$ cat src/rtl/month_day_counter_pkg.sv
// rtl/month_day_counter_pkg.sv - shared calendar constants and leap-year helper
package month_day_counter_pkg;

    localparam logic [3:0] JAN = 4'd1;
    localparam logic [3:0] FEB = 4'd2;
    localparam logic [3:0] MAR = 4'd3;
    localparam logic [3:0] APR = 4'd4;
    localparam logic [3:0] MAY = 4'd5;
    localparam logic [3:0] JUN = 4'd6;
    localparam logic [3:0] JUL = 4'd7;
    localparam logic [3:0] AUG = 4'd8;
    localparam logic [3:0] SEP = 4'd9;
    localparam logic [3:0] OCT = 4'd10;
    localparam logic [3:0] NOV = 4'd11;
    localparam logic [3:0] DEC = 4'd12;

    localparam logic FIELD_DAY   = 1'b0;
    localparam logic FIELD_MONTH = 1'b1;

    // Year range shared with the year counter.
    localparam logic [11:0] YEAR_MIN = 12'd2025;
    localparam logic [11:0] YEAR_MAX = 12'd3025;

    // Gregorian rule: every 4th year, except centuries not divisible by 400.
    function automatic logic is_leap(input logic [11:0] year);
        return ((year % 12'd4 == 12'd0) && (year % 12'd100 != 12'd0))
               || (year % 12'd400 == 12'd0);
    endfunction

endpackage

$ cat src/rtl/month_day_counter_days_in_month.sv
// rtl/month_day_counter_days_in_month.sv - days-in-month table with leap February
import month_day_counter_pkg::*;

module days_in_month (
    input  logic [3:0]  month,
    input  logic [11:0] year,
    output logic [4:0]  dim
);

    // Table lookup; out-of-range months read as 31 (the recovery path handles them).
    always_comb begin
        dim = 5'd31;
        case (month)
            FEB:                dim = is_leap(year) ? 5'd29 : 5'd28;
            APR, JUN, SEP, NOV: dim = 5'd30;
            default:            dim = 5'd31;
        endcase
    end

endmodule

$ cat src/rtl/month_day_counter.sv
// rtl/month_day_counter.sv - calendar day/month counter with set mode and year carry
import month_day_counter_pkg::*;

module month_day_counter #(
    parameter int RESET_DAY   = 1,
    parameter int RESET_MONTH = 1
) (
    input  logic        clk,
    input  logic        rst,
    input  logic        ctrl_set,
    input  logic        sel_field,
    input  logic        inc,
    input  logic        dec,
    input  logic        carry_in_day,
    input  logic [11:0] year_count,
    output logic [4:0]  day_count,
    output logic [3:0]  month_count,
    output logic        carry_out_month
);

    logic [4:0] dim_cur;
    logic [4:0] dim_tgt;
    logic [3:0] month_up;
    logic [3:0] month_dn;
    logic [3:0] month_tgt;
    logic [4:0] day_clamped;
    logic       illegal;
    logic       step;

    logic [4:0] day_next;
    logic [3:0] month_next;
    logic       carry_next;

    // Length of the current month, used by run-mode rollover and day-field wraps.
    days_in_month u_dim_cur (
        .month (month_count),
        .year  (year_count),
        .dim   (dim_cur)
    );

    // Length of the month a set-mode month step would land on, for the same-edge clamp.
    days_in_month u_dim_tgt (
        .month (month_tgt),
        .year  (year_count),
        .dim   (dim_tgt)
    );

    // Neighbouring months with 12<->1 wrap; inc wins over dec.
    always_comb begin
        month_up    = (month_count >= DEC) ? JAN : month_count + 4'd1;
        month_dn    = (month_count <= JAN) ? DEC : month_count - 4'd1;
        month_tgt   = inc ? month_up : month_dn;
        day_clamped = (day_count > dim_cur) ? dim_cur : day_count;
        illegal     = (day_count == 5'd0) || (month_count == 4'd0) || (month_count > DEC);
        step        = inc || dec;
    end

    // Next-state selection: recovery, then set mode, then run-mode carry, else clamp.
    always_comb begin
        day_next   = day_clamped;
        month_next = month_count;
        carry_next = 1'b0;
        if (illegal) begin
            day_next   = 5'd1;
            month_next = JAN;
        end else if (ctrl_set) begin
            if (step && sel_field == FIELD_MONTH) begin
                month_next = month_tgt;
                day_next   = (day_count > dim_tgt) ? dim_tgt : day_count;
            end else if (step) begin
                if (inc) begin
                    day_next = (day_count >= dim_cur) ? 5'd1 : day_count + 5'd1;
                end else if (day_count <= 5'd1) begin
                    day_next = dim_cur;
                end else begin
                    day_next = (day_count - 5'd1 > dim_cur) ? dim_cur : day_count - 5'd1;
                end
            end
        end else if (carry_in_day) begin
            if (day_count < dim_cur) begin
                day_next = day_count + 5'd1;
            end else begin
                day_next   = 5'd1;
                month_next = month_up;
                carry_next = (month_count == DEC);
            end
        end
    end

    // Date and carry registers; reset also kills any pending year carry.
    always_ff @(posedge clk or posedge rst) begin
        if (rst) begin
            day_count       <= 5'(RESET_DAY);
            month_count     <= 4'(RESET_MONTH);
            carry_out_month <= 1'b0;
        end else begin
            day_count       <= day_next;
            month_count     <= month_next;
            carry_out_month <= carry_next;
        end
    end

endmodule
$ cat config.mk
export PLATFORM = sky130hd
export DESIGN_NAME = month_day_counter
export DESIGN_NICKNAME = d
export VERILOG_FILES = /design/src/rtl/month_day_counter_pkg.sv /design/src/rtl/month_day_counter_days_in_month.sv /design/src/rtl/month_day_counter.sv
export SDC_FILE = /design/constraint.sdc
export NUM_CORES = 1
export LEC_CHECK = 0
export BUFFER_PORTS_ARGS = -buffer_cell sky130_fd_sc_hd__buf_2
export CAP_MARGIN = 5
export CORE_MARGIN = 1
export CORE_UTILIZATION = 35
export DETAILED_ROUTE_END_ITERATION = 10
export SYNTH_ARGS = -nofsm -noshare
export SYNTH_HDL_FRONTEND = slang
export SYNTH_HIERARCHICAL = 1
export SYNTH_SLANG_ARGS = --single-unit
$ cat constraint.sdc
create_clock -name clk -period 8.9 [get_ports clk]
set_clock_uncertainty 0.1 [all_clocks]
set_input_delay 0.89 -clock clk [delete_from_list [all_inputs] [get_ports clk]]
set_output_delay 0.89 -clock clk [all_outputs]
set_load 0.02 [all_outputs]
==> metrics, run 1 <==
Routed Antenna Nets=0; DRT Pass-1 Iters=5; Reg area=approximately 250 um2; CP endpoint kind=register; Combinational Power Share=78.2%; status=finished, final reports clean; setup repair after global routing missed its margin=false; total routing usage reported by global routing=around 18%; met3 Resource Use GR=0.911%; Clk pwr share=approximately 8%; boundary pin count=29; post-synthesis sequential area ratio=5.85%; CP max FO=34; CP Launch Type=primary input; simple-gate share of the synthesized area=29.1%; Post-synth ARST share=100%; DRC=0; P_int=0.429 mW; Site Rows=40; total routed wirelength=11900 um; GRT overflow=0; busiest metal layer after global routing=met2; first-pass GRT wire length=20200 um; Die Span Y=roughly 110 um; Max Freq=around 170 MHz; Initial Util=a little over a third; mux contribution to synthesized area=5.50%; Synth cell types=between 90 and 100; r2r setup slk=4900 ps; DRT iter0 DRCs=308; Inserted Clock Buffers=3; #FFs+latches synth=10; leakage=1.82 nW; leading area contributor after synthesis=ha_1; EDFF count, synth=0; main combinational cell family by area after synthesis=compound AO/OA/AOI/OAI gates; clk slew on worst S/H paths=40 ps; vias per std cell=around 6.3; Ant. Diodes=0; mean routed wirelength per cell=16.6 um; vias in the first global route=between 4000 and 5000; post-synth design cell area=4320 um2; # resized after CTS=0; grt met2 use=31.5%; Main synth FF type=dfrtp_1; antenna violations before repair=0; CTS tree=done; Core Area=12000 um2; final net count=611; die area=12800 um2; MaxCap Viol Count=0; hold crit path type=register to register; Max-slew headroom=52.3%; post-synthesis compound-gate area fraction=40.4%; part of the power in registers=13.6%; Setup TNS=0 ps; Post-CTS Hold Buffers=0; met1 usage in global routing=around 25%; Synth Area in XOR/XNOR=2.43%; Final Max Tran Viols=0; Vias=about 4500; R2R cell count=17; Clk Latency, worst-skew pair=around 230 ps; Adder-Cell Fraction of Synth Area=6.60%; CP Class=primary input to register; H-Tree Depth=1; worst slew pin tran=about 700 ps; Setup-failing EPs final=0; final hold vios=0; Worst Hold Path Cells=2; Area Growth Syn to Fin=2.98%; Final period util=66.1%; Net Sw Power=0.521 mW; Tmin final=5890 ps; switching part of the total=about 55%; WP data required=~9000 ps; Clock Path Buffers=2; layout cell share with drive strength beyond 1=20.0%; Setup Buffers After CTS=0; WP data arrival=5900 ps; cells after synthesis=571; Layout fillers=~1300; Avg Synthesized Cell Area=roughly 7.6 um2; PwrDens=213 nW/um2; pin count of the biggest net entering global routing=37; Synth warnings=6; routability cong.=0.902; clk root buf=clkbuf_16; Max VDD drop=0.0866 mV; die span in x=approximately 110 um; post-DP HPWL=~8800 um; Hold Slack=531 ps; Clock Sinks=10; largest cells by area after synthesis=ha_1 (6.1%), dfrtp_1 (4.6%), o21ai_0 (4.2%); Multi-input gate area=3650 um2; IO buf count=28; Yosys top cell area share=6.08%
-- placed cells by master, fill, tap and decap left out, drive strengths merged, types with 7 or more instances in the layout --
master  instances
o21ai          48
or3b            7
and2            7
dfrtp           8
nor2           49
nand4          13
o211ai          8
ha             21
a31oi          10
nand2          34
nand3          12
mux2i          14
a21boi          7
nor3           22
o31ai           9
buf            28
or2             9
o221ai          9
a21oi          35
a21o           15
inv            39
xnor2           8
nor4           11
a211oi         16
-- per-stage QoR --
stage	area, um2	power, mW	worst slack, ps	instances	util, %
final	4450	0.949	3010	716	37.1
after detailed placement	4380	0.855	2830	713	36.4
after CTS	4450	0.938	3070	716	37.1
after floorplan	4340	0.713	3900	575	-
after global placement	4380	0.841	2970	713	36.4
after global routing	4450	1.05	2610	716	37.1
-- final cells by class --
cell class                      count  share of cell area [%]
Tap cell                          147                    4.13
Timing Repair Buffer               28                    3.15
Multi-Input combinational cell    489                    82.1
Inverter                           39                    3.29
Sequential cell                    10                    5.68
Clock buffer                        3                    1.69
-- per-layer routing --
layer / share of wire (%) / vias to the layer above
met5: 0 / -
met4: 1.3 / 0
met3: 3.7 / 16
met2: 49 / 122
met1: 46 / 2154
li1: - / 2186
-- registers in the layout, indices dropped and copies added (netlist names) --
name,flops
day_count,5
carry_out_month,1
month_count,4
-- cells by family (layout without fill, tap and decap cells) --
kind of cell | after synthesis | in the layout
compound gates | 221 | 221
xor+xnor | 12 | 12
fa+ha+maj | 23 | 23
buf+inv | 76 | 70
flops | 10 | 10
mux | 21 | 21
other cells | 2 | 6
simple gates | 206 | 206
-- power groups by stage --
stage	combinational (mW)	sequential (mW)	clock, mW
after global routing	0.831	0.133	0.0816
final	0.742	0.129	0.0782
after detailed placement	0.726	0.129	0
after global placement	0.713	0.128	0
after CTS	0.731	0.128	0.0790
after floorplan	0.598	0.115	0
-- critical path, cell delays in order --
cell      delay [ps]
buf_2            500
inv_2            130
o31ai_2          370
nand4_2          240
a31o_1           390
mux2_4           410
nor2_8           120
o21ai_2           90
and4_1           200
o31ai_1          230
o21ai_1          120
a31oi_1          540
ha_1             290
nor2b_1           60
o21ai_2          350
a21oi_2          180
mux2_2           310
a221o_1          300
o21bai_1         150
-- worst paths after layout --
kind                                   to           start
setup / recovery             day_count[4]  year_count[11]
hold / removal             month_count[0]  month_count[0]
setup reg to reg             day_count[4]  month_count[0]
hold reg to reg            month_count[0]  month_count[0]
max in group asynchronous    day_count[0]             rst
min in group asynchronous  month_count[1]             rst
-- synth_stat cells, drive strengths merged (13+ instances only) --
library cell	number
a21oi	35
nand2	34
ha	21
mux2i	14
nor2	49
o21ai	48
a211oi	16
nor3	22
buf	31
inv	39
nand4	13
a21o	15
Power figures use the tool's default switching activity.
==> inputs of run 2 (changes only) <==
==> constraint.sdc (replaced) <==
create_clock -name clk -period 5.3 [get_ports clk]
set_clock_uncertainty 0.1 [all_clocks]
set_input_delay 0.53 -clock clk [delete_from_list [all_inputs] [get_ports clk]]
set_output_delay 0.53 -clock clk [all_outputs]
set_load 0.02 [all_outputs]
==> metrics, run 2 (synthesized netlist as in run 1, its figures left out) <==
layout cell share with drive strength beyond 1=23.1% (+3.1 points); part of the power in registers=13.2% (-0.4 points); Area Growth Syn to Fin=6.60%; switching part of the total=54.2% (-0.62 points); total power=1.65 mW (+74%); WP data arrival=5000 ps (-900 ps); antenna violations before repair=0 (unchanged); Clk pwr share=7.9% (-0.3 points); hold crit path type=primary input to asynchronous set/reset pin; Most flops, register=day_count; CP max FO=27 (-21%); boundary pin count=29 (unchanged); most common cell after layout, fill and taps aside=nor2_1; pin count of the biggest net entering global routing=28 (-24%); clk root buf=clkbuf_16; Die Span Y=113 um (unchanged); final net count=630 (+3.1%); Routed Antenna Nets=0 (unchanged); worst slew pin tran=593 ps (-113 ps); first-pass GRT wire length=20800 um (+3.2%); IO buf count=28 (unchanged); reg2reg end=day_count[4]; vias in the first global route=4313 (+3.5%); Setup Buffers After CTS=0 (unchanged); leakage=1.91 nW (+5.2%); setup repair after global routing missed its margin=false; total routing usage reported by global routing=19.0% (+0.65 points); die span in x=113 um (unchanged); CTS tree=done; Layout fillers=1244 (-1.4%); Site Rows=40 (unchanged); worst r2r src=month_count[0]; DRT Pass-1 Iters=7 (+2); CP endpoint kind=register; total routed wirelength=12200 um (+3.1%); post-route non-filler standard cell count=735 (+2.7%); post-DP HPWL=9330 um (+5.5%); Clock Sinks=10 (unchanged); Max-slew headroom=60.5% (+8.2 points); Inserted Clock Buffers=3 (unchanged); mean routed wirelength per cell=16.6 um (+0.39%); status=finished, final reports clean; Tmin final=between 4000 and 5000 ps; P_int=0.757 mW (+77%); CP Launch Type=primary input; Combinational Power Share=78.9% (+0.7 points); R2R cell count=17 (unchanged); Max Freq=200 MHz; WP data required=5310 ps (-3600 ps); Core Util, Final=38.4% (+1.3 points); Clock Path Buffers=2 (unchanged); CP Class=primary input to register; H-Tree Depth=1 (unchanged); Post-Place Cells=732 (+2.7%); Setup-failing EPs final=0 (unchanged); routability cong.=0.901 (-0.11%); Regs by FF count=day_count x5, month_count x4, carry_out_month x1; clk slew on worst S/H paths=40 ps (about the same); PwrDens=359 nW/um2 (+68%); vias per std cell=6.32 (+1.0%); Final period util=about 94%; Net Sw Power=0.896 mW (+72%); Ant. Diodes=0 (unchanged); MaxCap Viol Count=0 (unchanged); DRT iter0 DRCs=343 (+11%); Clk Latency, worst-skew pair=230 ps (about the same); Vias=4643 (+3.7%); Core Area=12000 um2 (unchanged); commonest non-fill, non-tap cells in the layout=nor2_1 (44), inv_1 (37), o21ai_0 (36), nand2_1 (32), a21oi_1 (29); GRT overflow=0 (unchanged); final hold vios=0 (unchanged); number of flip-flops under the largest register name=5 (unchanged); Max VDD drop=0.147 mV (+70%); die area=12800 um2 (unchanged); DRC=0 (unchanged); Final Max Tran Viols=0 (unchanged); Initial Util=36.0% (unchanged); r2r setup slk=1310 ps (-3590 ps)
-- run 2: final cells by class --
type,count,area (um2),area share [%]
multi-input combinational,489,3660,79.5
timing repair buffer,47,285,6.19
tap,147,184,3.99
inverter,39,146,3.18
clock buffer,3,75.1,1.63
sequential,10,253,5.48
-- run 2: power groups by stage --
stage | combinational, mW | sequential (mW) | clock [mW]
after floorplan | 1.00 | 0.193 | 0
after CTS | 1.28 | 0.217 | 0.132
after detailed placement | 1.27 | 0.218 | 0
after global placement | 1.24 | 0.214 | 0
after global routing | 1.44 | 0.229 | 0.136
final | 1.31 | 0.218 | 0.130
-- run 2: worst max path at each step --
stage,from,end,slack [ps],depth (start not counted)
floorplan,year_count[8],day_count[4],660,20
global placement,year_count[8],day_count[3],50,19
detailed placement,year_count[8],day_count[3],-90,19
CTS,year_count[8],day_count[3],120,19
global route,year_count[9],day_count[3],2,19
finish,year_count[8],day_count[4],310,20
-- run 2: routing by layer --
metal  GRT usage, %  up-vias  part of all wire [%]
met2           33.6      138                    49
met4           1.67        0                  0.23
met3           1.12        4                   3.9
met1           26.2     2260                    47
li1               -     2241                     -
met5              0        -                     0
-- run 2: repair_timing --
item                                    4_1_cts  5_1_grt
hold buffers                                  0        0
endpoints found under the setup margin        0        9
resized for setup                             0        4
-- run 2: stage by stage --
step                setup TNS (ps)  area [um2]  hold slack [ps]  setup slack (ps)
floorplan                        0        4340              269               660
global placement                 0        4520              411              53.3
detailed placement            -104        4520              439             -91.3
CTS                              0        4590              193               123
global route                     0        4610              210              1.75
finish                           0        4610              181               311
-- run 2: critical path: stages --
cell       delay [ps]
clkbuf_4          240
buf_4             220
or3_4             400
a32o_1            280
o221ai_2          160
a41o_1            460
nand3_4           200
a311oi_1          380
nor2_1            110
a2111oi_2         280
a21oi_1            80
mux2i_1           140
a31oi_1           110
ha_1              270
and3_1            180
a31oi_1           180
o31ai_1           120
and2_4            180
a221o_1           290
o21bai_1          160
==> inputs of run 3 (changes only) <==
==> constraint.sdc (replaced) <==
create_clock -name clk -period 5.1 [get_ports clk]
set_clock_uncertainty 0.1 [all_clocks]
set_input_delay 0.51 -clock clk [delete_from_list [all_inputs] [get_ports clk]]
set_output_delay 0.51 -clock clk [all_outputs]
set_load 0.02 [all_outputs]
==> metrics, run 3 (synthesized netlist as in run 1, its figures left out) <==
status=finished, final reports clean; Stages on worst setup path=20 (unchanged); Post-CTS Hold Buffers=0 (unchanged); vias per std cell=6.13 (-3.0%); setup repair after global routing missed its margin=false; Routed Antenna Nets=0 (unchanged); worst r2r src=month_count[0]; DRT Pass-1 Iters=5 (-2); Max stage delay cell, worst path=or3_4; MaxCap Viol Count=0 (unchanged); GRT overflow=0 (unchanged); boundary pin count=29 (unchanged); Die Span Y=113 um (unchanged); antenna violations before repair=0 (unchanged); Final Max Tran Viols=0 (unchanged); R2R cell count=17 (unchanged); Clock Path Buffers=2 (unchanged); reg2reg end=day_count[4]; die area=12800 um2 (unchanged); Most flops, register=day_count; die span in x=113 um (unchanged); worst slew pin tran=567 ps (-25.6 ps); final net count=656 (+4.1%); number of flip-flops under the largest register name=5 (unchanged); total routed wirelength=12200 um (about the same); DRT iter0 DRCs=282 (-18%); clk root buf=clkbuf_16; post-DP HPWL=9520 um (+2.0%); r2r setup slk=1130 ps (-180 ps); leakage=2.04 nW (+6.7%); Core Area=12000 um2 (unchanged); CP max FO=14 (-48%); Buffers & Inverters on Critical Path=2 (unchanged); Initial Util=36.0% (unchanged); WP data arrival=4850 ps (-150 ps); final setup margin=295 ps (-15.8 ps); Vias=4664 (+0.45%); Clk Latency, worst-skew pair=230 ps (about the same); Core Util, Final=40.2% (+1.9 points); Ant. Diodes=0 (unchanged); Max Freq=208 MHz; PwrDens=363 nW/um2 (+1.2%); hold crit path type=primary input to asynchronous set/reset pin; Regs by FF count=day_count x5, month_count x4, carry_out_month x1; total power=1.75 mW (+6.1%); mean routed wirelength per cell=16.1 um (-3.5%); final hold vios=0 (unchanged); commonest non-fill, non-tap cells in the layout=nor2_1 (44), buf_4 (44), inv_1 (37), o21ai_0 (36), nand2_1 (32); Setup WS pre-CTS=-10.5 ps (+80.8 ps); CTS tree=done; DRC=0 (unchanged); CP Launch Type=primary input; CP Class=primary input to register; Tmin final=roughly 4800 ps; Area Growth Syn to Fin=11.8%; layout cell share with drive strength beyond 1=27.2% (+4.1 points); WP data required=5150 ps (-160 ps); Final period util=94.2%; Site Rows=40 (unchanged); pin count of the biggest net entering global routing=20 (-29%); Setup-failing EPs final=0 (unchanged); first-pass GRT wire length=20700 um (-0.43%); Clock Sinks=10 (unchanged); critical path's top delay family=compound AO/OA/AOI/OAI gates; Critical Path End=day_count[3]; clk slew on worst S/H paths=40 ps (about the same); CP endpoint kind=register; critical path's largest stage delay=400 ps (-60 ps); vias in the first global route=4410 (+2.2%); critical-path cell list=buf_2, buf_12, or3_4, a32o_1, o221ai_2, a41o_2, nand3_4, a311oi_1, nor2_1, a2111oi_2, a21oi_1, mux2i_1, a31oi_2, ha_1, nand2b_1, a21oi_1, o21ai_0, o21a_1, a2111o_1, a32oi_1; Max-slew headroom=62.2% (+1.7 points); post-placement cell area=4730 um2 (+4.6%); Worst Setup SP=year_count[8]; H-Tree Depth=1 (unchanged); IO buf count=28 (unchanged); Max VDD drop=0.162 mV (+9.9%); post-route cell area=4830 um2 (+4.9%); Inserted Clock Buffers=3 (unchanged); total routing usage reported by global routing=18.9% (-0.12 points); routability cong.=0.901 (about the same); CP dominant cell by count=a21oi_1
## run 3: changes by cell type in the layout (fill, tap and decap cells not counted), sizes merged
cell	before	now
buf	46	73
clkbuf	4	3
## run 3: how the worst min path moves through the flow
stage,end,slack [ps],depth (start not counted)
2_1_floorplan,carry_out_month,250,1
3_3_place_gp,month_count[1],400,2
3_5_place_dp,month_count[3],400,2
4_1_cts,month_count[3],170,2
5_1_grt,month_count[3],190,2
6_report,day_count[1],160,2
## run 3: where the power goes
part	switching [mW]	total [mW]	internal, mW	leakage, nW
combinational	0.787	1.39	0.606	1.88
clock	0.0335	0.135	0.101	0.0370
sequential	0.109	0.227	0.117	0.125
total	0.930	1.75	0.825	2.04
## run 3: metal layers
metal	GRT usage, %	routed length, um	share of wire, %	vias to the layer above
met3	1.07	410	3.4	6
met5	0	0	0	-
met4	1.84	70	0.57	0
li1	-	-	-	2293
met2	33.3	5880	48	113
met1	26.0	5860	48	2252
## run 3: final cells by class
type / instances / area [um2]
sequential: 10 / 253
timing repair buffer: 73 / 490
clock buffer: 3 / 75.1
fill: 1227 / 7180
tap: 147 / 184
inverter: 39 / 146
multi-input combinational: 489 / 3680
## run 3: timing repair
item	in CTS	in global routing
setup buffers	0	0
endpoints found under the setup margin	0	9
resized for setup	0	9
## run 3: per-stage QoR
stage               cells  TNS, ps  hold slack (ps)
CTS                   761        0              167
global placement      758        0              396
finish                761        0              159
floorplan             575        0              249
global route          761        0              185
detailed placement    758    -10.5              405
